$ cat src/rtl/instruction_fetch.sv
// Instruction fetch stage: owns the fetch PC, reads instruction memory one word
// per cycle into a small prefetch FIFO and hands entries to decode via valid/ready.
module instruction_fetch #(
  parameter int          MEM_WIDTH  = 32,
  parameter int          MEM_SIZE   = 256,
  parameter logic [31:0] RESET_PC   = 32'h0000_0000,
  parameter int          FIFO_DEPTH = 2
) (
  input  logic                        clk,
  input  logic                        rst_n,
  input  logic                        fetch_en,
  input  logic                        redirect_en,
  input  logic [31:0]                 redirect_pc,
  output logic [$clog2(MEM_SIZE)-1:0] mem_addr,
  output logic                        mem_read_en,
  output logic                        mem_write_en,
  output logic [MEM_WIDTH-1:0]        mem_write_val,
  input  logic [MEM_WIDTH-1:0]        mem_read_val,
  output logic                        inst_valid,
  output logic [MEM_WIDTH-1:0]        inst,
  output logic [31:0]                 inst_pc,
  input  logic                        inst_ready
);

  localparam int AW = $clog2(MEM_SIZE);
  localparam int PW = $clog2(FIFO_DEPTH);
  localparam int CW = PW + 1;
  localparam logic [CW-1:0] FULL_CNT = CW'(FIFO_DEPTH);

  typedef enum logic [1:0] {
    IDLE  = 2'd0,
    RUN   = 2'd1,
    STALL = 2'd2
  } state_e;

  state_e               state_q, state_d;
  logic [31:0]          fetch_pc_q, fetch_pc_d;
  logic [CW-1:0]        count_q, count_d;
  logic [PW-1:0]        rd_ptr_q, rd_ptr_d;
  logic [PW-1:0]        wr_ptr_q, wr_ptr_d;
  logic [MEM_WIDTH-1:0] inst_buf_q [FIFO_DEPTH];
  logic [31:0]          pc_buf_q   [FIFO_DEPTH];
  logic                 push_en;
  logic                 pop_en;

  // Read enable depends only on registered state and fetch/redirect controls,
  // never on inst_ready, so a full FIFO blocks a push even during a pop.
  assign mem_read_en   = (state_q == RUN) && fetch_en && !redirect_en && (count_q < FULL_CNT);
  assign mem_addr      = fetch_pc_q[AW+1:2];
  assign mem_write_en  = 1'b0;
  assign mem_write_val = '0;

  assign push_en = mem_read_en;
  assign pop_en  = inst_valid && inst_ready && !redirect_en;

  assign inst_valid = (count_q != '0);
  assign inst       = inst_buf_q[rd_ptr_q];
  assign inst_pc    = pc_buf_q[rd_ptr_q];

  always_comb begin
    state_d    = state_q;
    fetch_pc_d = fetch_pc_q;
    count_d    = count_q;
    rd_ptr_d   = rd_ptr_q;
    wr_ptr_d   = wr_ptr_q;

    if (redirect_en) begin
      fetch_pc_d = redirect_pc & 32'hFFFF_FFFC;
      count_d    = '0;
      rd_ptr_d   = '0;
      wr_ptr_d   = '0;
      state_d    = fetch_en ? RUN : IDLE;
    end else begin
      if (push_en) begin
        fetch_pc_d = fetch_pc_q + 32'd4;
        wr_ptr_d   = wr_ptr_q + PW'(1);
      end
      if (pop_en) begin
        rd_ptr_d = rd_ptr_q + PW'(1);
      end
      count_d = count_q + CW'(push_en) - CW'(pop_en);

      unique case (state_q)
        IDLE: begin
          if (fetch_en) state_d = RUN;
        end
        RUN: begin
          if (!fetch_en)                            state_d = IDLE;
          else if (push_en && count_d == FULL_CNT) state_d = STALL;
        end
        STALL: begin
          // No push can happen here, so any pop leaves room for the next read.
          if (pop_en) state_d = fetch_en ? RUN : IDLE;
        end
        default: state_d = IDLE;
      endcase
    end
  end

  // NOTE: sequential state is updated with non-blocking assignments only, so
  // every register samples the pre-edge values computed in the always_comb.
  always_ff @(posedge clk or negedge rst_n) begin
    if (!rst_n) begin
      state_q    <= IDLE;
      fetch_pc_q <= RESET_PC;
      count_q    <= '0;
      rd_ptr_q   <= '0;
      wr_ptr_q   <= '0;
    end else begin
      state_q    <= state_d;
      fetch_pc_q <= fetch_pc_d;
      count_q    <= count_d;
      rd_ptr_q   <= rd_ptr_d;
      wr_ptr_q   <= wr_ptr_d;
    end
  end

  // NOTE: the buffer is only FIFO_DEPTH entries, so it is reset to keep inst and
  // inst_pc at zero out of reset; a deep RAM would be left unreset instead.
  always_ff @(posedge clk or negedge rst_n) begin
    if (!rst_n) begin
      for (int i = 0; i < FIFO_DEPTH; i++) begin
        inst_buf_q[i] <= '0;
        pc_buf_q[i]   <= '0;
      end
    end else if (push_en) begin
      inst_buf_q[wr_ptr_q] <= mem_read_val;
      pc_buf_q[wr_ptr_q]   <= fetch_pc_q;
    end
  end

endmodule

$ cat config.mk
export PLATFORM = sky130hd
export DESIGN_NAME = instruction_fetch
export DESIGN_NICKNAME = d
export VERILOG_FILES = /design/src/rtl/instruction_fetch.sv
export SDC_FILE = /design/constraint.sdc
export NUM_CORES = 1
export LEC_CHECK = 0
export CAP_MARGIN = 20
export CORE_ASPECT_RATIO = 1.4
export CORE_MARGIN = 5
export CORE_UTILIZATION = 47
export DETAILED_ROUTE_END_ITERATION = 6
export GPL_ROUTABILITY_DRIVEN = 0
export GPL_TIMING_DRIVEN = 0
export PLACE_DENSITY = 0.76
export SYNTH_ARGS = -nofsm -noshare
export SYNTH_HDL_FRONTEND = slang
export SYNTH_SLANG_ARGS = --single-unit
$ cat constraint.sdc
create_clock -name clk -period 2.8 [get_ports clk]
set_input_delay 0.56 -clock clk [delete_from_list [all_inputs] [get_ports clk]]
set_output_delay 0.56 -clock clk [all_outputs]
set_load 0.005 [all_outputs]
==> qor.txt, run 1 <==
status -> finished, final reports clean
final worst-path cycle share -> 96.3%
number of synthesized flops with an enable pin -> 0
Detailed Place HPWL -> 13900 um
largest cells by area after synthesis -> dfrtp_1 51%, mux2_2 26%, buf_4 4.1%
Setup TNS Final -> 0 ps
worst hold path class -> in -> async
DRT iter0 DRCs -> 294
Top FF cell, synth -> dfrtp_1
clk sink count -> 160
clock insertion delay at the later pin of the skew report -> 420 ps
worst rel slew slack -> 46.7%
Fin. Hold Viols -> 0
Core Region -> 16200 sq um
Net Switching -> 0.00187 W
share of the yosys chip area belonging to registers -> 51.2%
Routed Antenna Nets -> 0
Root Buffer -> clkbuf_16
placed insts -> 1001
vias in the first global route -> 5989
pin count of the biggest net entering global routing -> 88
Crit path required time -> 2240 ps
Final WS setup -> 103 ps
flops & latches, synth -> 160
Max-cap violations -> 0
endpoint class of the critical path -> primary output
RSZ-0062 raised after global routing -> false
Via density -> 5.40
IO Port Bufs -> 137
total power draw -> 0.00732 W
fmax -> 0.371 GHz
Post-Synth XOR/XNOR Area -> 1.34%
Ys Warns -> 0
Synth async-reset ratio -> 100%
Least-Margin Pin Slew -> 792 ps
H-tree Lvls -> 4
DRC -> 0
die height -> 163 um
Place WS -> -452 ps
Worst path max stage delay -> 540 ps
First-pass DRT Iterations -> 5
Top cell by count, worst path -> clkdlybuf4s50_1
post-synthesis mux area share -> 26.9%
Post-layout nets -> 893
ANT cells -> 0
Worst Path Buf+Inv -> 3
CTS tree -> yes
first-pass GRT wire length -> 30400 um
DIE AREA -> 19400 sq um
Post-synth top cells -> 184 x mux2_2, 160 x dfrtp_1, 43 x buf_4
crit start category -> primary input
top-area cell type share of the netlist area -> 51.2%
Peak VDD IR -> 460 uV
unique cell type count in the Yosys netlist -> 50
area delta synth->final -> 30.1%
synthesized instance count -> 629
Synth area leader -> dfrtp_1
layout cell share with drive strength beyond 1 -> 34.7%
CTS Buf Count -> 17
Total Wirelength -> 18600 um
Pins Over Slew Limit -> 0
Adder-Cell Fraction of Synth Area -> 0.480%
endpoints failing setup -> 0
combinational power share -> 27.5%
Simple-Gate Fraction of Synth Area -> 9.36%
antenna violations before repair -> 0
chip width -> 119 um
kind of critical path -> in -> out
Final Skew -> 6.18 ps
Initial Utilization -> 48.2%
PwrDens -> 719 nW/um^2
Leak -> 4.37 nW
global route total overflow -> 0
post-route non-filler standard cell count -> 1033
Seq pwr share -> 43.5%
Routed WL per cell -> 18.0 um
cell area after synthesis -> 7820 sq um
GRT Resource Usage Total -> 19.6%
Rows -> 55
final hold slack -> 222 ps
Clock Path Buffers -> 2
Vias -> 5580
# IOs -> 176
Clk pwr share -> 29.0%
Synth Area in Compound Gates -> 4.48%
CP max-delay cell -> clkdlybuf4s50_1
CP Cell Sequence -> clkdlybuf4s50_1 -> nand4bb_1 -> clkbuf_2 -> nor2_4 -> clkdlybuf4s50_1
family with the most delay on the worst path -> buffers and inverters
WP data arrival -> 2140 ps
syn_area_per_cell -> 12.4 sq um
Worst-path clk slew -> 60 ps
largest family of logic cells by synthesized area -> multiplexers
crit-path max FO -> 7
Power Internal -> 0.00544 W
top-count cell post-synth -> mux2_2
Tmin final -> 2700 ps
switch share -> 25.6%
==> state kept, by name (all words and copies together) (netlist names) <==
register / count
count_q: 2
fetch_pc_q: 30
inst_buf_q: 64
pc_buf_q: 60
rd_ptr_q: 1
state_q: 2
wr_ptr_q: 1
==> layout make-up <==
| class | count | area [sq um] |
|---|---|---|
| Buffer | 74 | 460 |
| Clock buffer | 22 | 454 |
| Clock inverter | 10 | 88.8 |
| Fill cell | 1303 | 6070 |
| Inverter | 8 | 30.0 |
| Multi-Input combinational cell | 420 | 3470 |
| Sequential cell | 160 | 4010 |
| Tap cell | 199 | 249 |
| Timing Repair Buffer | 140 | 1410 |
==> layer usage <==
| metal | part of all wire [%] | global-route usage [%] | wire [um] |
|---|---|---|---|
| met1 | 38 | 22.0 | 7140 |
| met2 | 54 | 35.7 | 9970 |
| met3 | 5.1 | 4.10 | 957 |
| met4 | 2.8 | 8.65 | 523 |
| met5 | 0 | 0 | 0 |
==> worst reg2reg max path, delay by kind of cell (launching register included) <==
kind | cells | cell delay, ps
muxes | 1 | 420
buffers and inverters | 2 | 770
and+or+nand+nor | 2 | 660
DFF | 1 | 460
==> final timing paths <==
| check | slack (ps) | startpoint | to | depth (start not counted) |
|---|---|---|---|---|
| worst min-delay path | 220 | rst_n | pc_buf_q[11]$_DFFE_PN0P_ | 1 |
| worst max-delay path | 100 | fetch_en | mem_read_en | 5 |
| min in group clk | 490 | inst_buf_q[37]$_DFFE_PN0P_ | inst_buf_q[37]$_DFFE_PN0P_ | 1 |
| worst min register to register | 490 | inst_buf_q[37]$_DFFE_PN0P_ | inst_buf_q[37]$_DFFE_PN0P_ | 1 |
| worst max register to register | 370 | state_q[1]$_DFFE_PN0P_ | inst_buf_q[34]$_DFFE_PN0P_ | 5 |
| max in group asynchronous | 1750 | rst_n | rd_ptr_q$_DFFE_PN0P_ | 2 |
==> power by group through the flow <==
| stage | logic (W) | clock network, W | registers, W |
|---|---|---|---|
| after floorplan | 0.00107 | 0 | 0.00309 |
| after global placement | 0.00198 | 0 | 0.00316 |
| after detailed placement | 0.00204 | 0 | 0.00322 |
| after CTS | 0.00205 | 0.00218 | 0.00318 |
| after global routing | 0.00219 | 0.00227 | 0.00325 |
| final | 0.00201 | 0.00212 | 0.00318 |
==> what timing repair did <==
action                     4_1_cts  5_1_grt
setup endpoints to repair       60       63
gates resized for setup          8        7
pin swaps                        1        0
hold buffers                     0        0
buffers inserted                 1        0
cloned                           0        0
==> cells by family after synthesis <==
group / count (synthesis)
adders and majority gates: 3
xor gates and xnor gates: 12
and+or+nand+nor: 130
buffers and inverters: 83
muxes: 187
other: 1
AOI/OAI and AO/OA: 53
DFF: 160
==> cell usage in the layout, fill, tap and decap left out, drive strengths merged, types with 7 or more instances in the layout <==
cell	instances
inv	7
mux2	186
clkdlybuf4s50	136
or4	13
o21ai	18
xnor2	8
nor3	8
nand4	7
nand3	16
conb	35
a31oi	9
dfrtp	160
nor4	9
clkbuf	42
nand2	30
buf	58
nor2	16
==> metrics by stage <==
step / cell area [sq um] / utilization, %
5_1_grt: 10200 / 62.6
2_1_floorplan: 7950 / -
3_3_place_gp: 9570 / 58.9
6_report: 10200 / 62.6
4_1_cts: 10200 / 62.6
3_5_place_dp: 9600 / 59.1
No activity file was read; power rests on OpenSTA's default activity.
==> inputs of run 2 (changes only) <==
--- a/config.mk
+++ b/config.mk
@@ -13,6 +13,7 @@
 export GPL_ROUTABILITY_DRIVEN = 0
 export GPL_TIMING_DRIVEN = 0
 export PLACE_DENSITY = 0.76
+export SLEW_MARGIN = 20
 export SYNTH_ARGS = -nofsm -noshare
 export SYNTH_HDL_FRONTEND = slang
 export SYNTH_SLANG_ARGS = --single-unit
==> qor.txt, run 2 (synthesis gave the netlist of run 1 again) <==
PwrDens -> 732 nW/um^2
r2r setup slk -> 370 ps
clk sink count -> 160
Net Switching -> 0.00187 W
Initial Utilization -> 48.2%
Worst path max stage delay -> 560 ps
CTS tree -> yes
Biggest register -> inst_buf_q
combinational power share -> 26.9%
Max-cap violations -> 0
Worst Path Buf+Inv -> 3
Clock Path Buffers -> 2
first-pass GRT wire length -> 30600 um
cells on worst reg2reg path -> 5
DP Area -> 9610 sq um
status -> finished, final reports clean
Via density -> 5.41
most common cell after layout, fill and taps aside -> mux2_2
Pins Over Slew Limit -> 0
endpoint class of the critical path -> primary output
endpoints failing setup -> 0
crit-path max FO -> 7
global route total overflow -> 0
kind of critical path -> in -> out
# IOs -> 176
Rows -> 55
antenna violations before repair -> 0
final worst-path cycle share -> 97.4%
Worst Setup SP -> fetch_en
Critical Path Stages -> 5
IO Port Bufs -> 137
Detailed Place HPWL -> 13900 um
Tmin final -> 2730 ps
fmax -> 0.367 GHz
vias in the first global route -> 5967
Final Skew -> 6.10 ps
ANT cells -> 0
crit start category -> primary input
finished layout cell area -> 10200 sq um
Core Region -> 16200 sq um
worst hold path class -> in -> async
GRT Resource Usage Total -> 19.6%
R2R Path Start -> state_q[1]$_DFFE_PN0P_
DRC -> 0
WP data arrival -> 2170 ps
Crit path required time -> 2240 ps
worst rel slew slack -> 47.3%
chip width -> 119 um
most frequent cells in the layout -> 184 x mux2_2, 159 x dfrtp_1, 136 x clkdlybuf4s50_1, 44 x buf_4, 35 x conb_1
CP Capture Point -> mem_read_en
H-tree Lvls -> 4
Power Internal -> 0.00562 W
CP Cell Sequence -> clkdlybuf4s50_1 -> nand4bb_1 -> clkbuf_2 -> nor2_4 -> clkdlybuf4s50_1
layout cell share with drive strength beyond 1 -> 34.8%
Clk pwr share -> 30.7%
Largest register FFs -> 64
family with the most delay on the worst path -> buffers and inverters
CTS Buf Count -> 17
DIE AREA -> 19400 sq um
Vias -> 5581
Post-layout nets -> 892
CP max-delay cell -> clkdlybuf4s50_1
Least-Margin Pin Slew -> 784 ps
Worst-path clk slew -> 60 ps
Routed WL per cell -> 18.0 um
Root Buffer -> clkbuf_16
switch share -> 25.0%
Total Wirelength -> 18600 um
Routed Antenna Nets -> 0
RSZ-0062 raised after global routing -> false
DRT iter0 DRCs -> 314
Fin. Hold Viols -> 0
First-pass DRT Iterations -> 5
Top Registers -> inst_buf_q: 64 flops, pc_buf_q: 60 flops, fetch_pc_q: 30 flops
Leak -> 4.40 nW
clock insertion delay at the later pin of the skew report -> 420 ps
pin count of the biggest net entering global routing -> 88
final hold slack -> 155 ps
die height -> 163 um
reg-to-reg endpoint -> pc_buf_q[47]$_DFFE_PN0P_
fill cell count -> 1319
Seq pwr share -> 42.5%
Peak VDD IR -> 414 uV
area delta synth->final -> 30.8%
Top cell by count, worst path -> clkdlybuf4s50_1
-- run 2: final cells by class --
| cell class | count | area (sq um) | share of cell area [%] |
|---|---|---|---|
| buffer | 74 | 460 | 4.50 |
| clock buffer | 24 | 492 | 4.81 |
| clock inverter | 8 | 103 | 1.00 |
| inverter | 8 | 30.0 | 0.294 |
| multi-input combinational | 420 | 3480 | 34.0 |
| sequential | 160 | 4010 | 39.2 |
| tap | 199 | 249 | 2.43 |
| timing repair buffer | 139 | 1410 | 13.8 |
-- run 2: worst reg2reg max path, stage by stage (launching register included) --
cell	delay, ps
dfrtp_1	460
nand4bb_1	220
clkbuf_1	220
nor3_4	450
clkbuf_1	550
mux2_2	420
-- run 2: what timing repair did --
item,in CTS,in global routing
pin swaps,1,0
resized for setup,10,4
buffers inserted,1,0
setup endpoints to repair,64,3
gates cloned,0,0
hold buffers,0,0
-- run 2: stage by stage --
stage               util [%]  TNS (ps)  worst slack, ps  instances  total power [W]
finish                  63.0         0             73.8       1032          0.00749
global route            63.0         0             16.9       1032          0.00789
CTS                     63.0         0             64.6       1032          0.00759
detailed placement      59.2    -31060             -458       1000          0.00526
global placement        58.9   -808960            -4930        999          0.00514
floorplan                  -         0             83.3        663          0.00417
-- run 2: how the worst min path moves through the flow --
stage                               start                         end  slack, ps  cells past startpoint
6_report                            rst_n    pc_buf_q[11]$_DFFE_PN0P_        150                      1
5_1_grt                             rst_n    pc_buf_q[41]$_DFFE_PN0P_        200                      1
4_1_cts                             rst_n    pc_buf_q[41]$_DFFE_PN0P_        170                      1
3_5_place_dp   inst_buf_q[12]$_DFFE_PN0P_  inst_buf_q[12]$_DFFE_PN0P_        490                      1
3_3_place_gp   inst_buf_q[38]$_DFFE_PN0P_  inst_buf_q[38]$_DFFE_PN0P_        470                      1
2_1_floorplan                       rst_n        count_q[0]$_DFF_PN0_        260                      0
-- run 2: per-layer routing --
metal	GRT usage, %	wire, um
met5	0	0
met4	6.43	316
met3	4.34	964
met2	36.2	10300
met1	22.3	7050
-- run 2: power by group through the flow --
| stage | sequential, W | clock (W) | combinational (W) |
|---|---|---|---|
| after floorplan | 0.00309 | 0 | 0.00107 |
| after global placement | 0.00316 | 0 | 0.00198 |
| after detailed placement | 0.00322 | 0 | 0.00204 |
| after CTS | 0.00318 | 0.00235 | 0.00205 |
| after global routing | 0.00325 | 0.00245 | 0.00219 |
| final | 0.00318 | 0.00230 | 0.00201 |
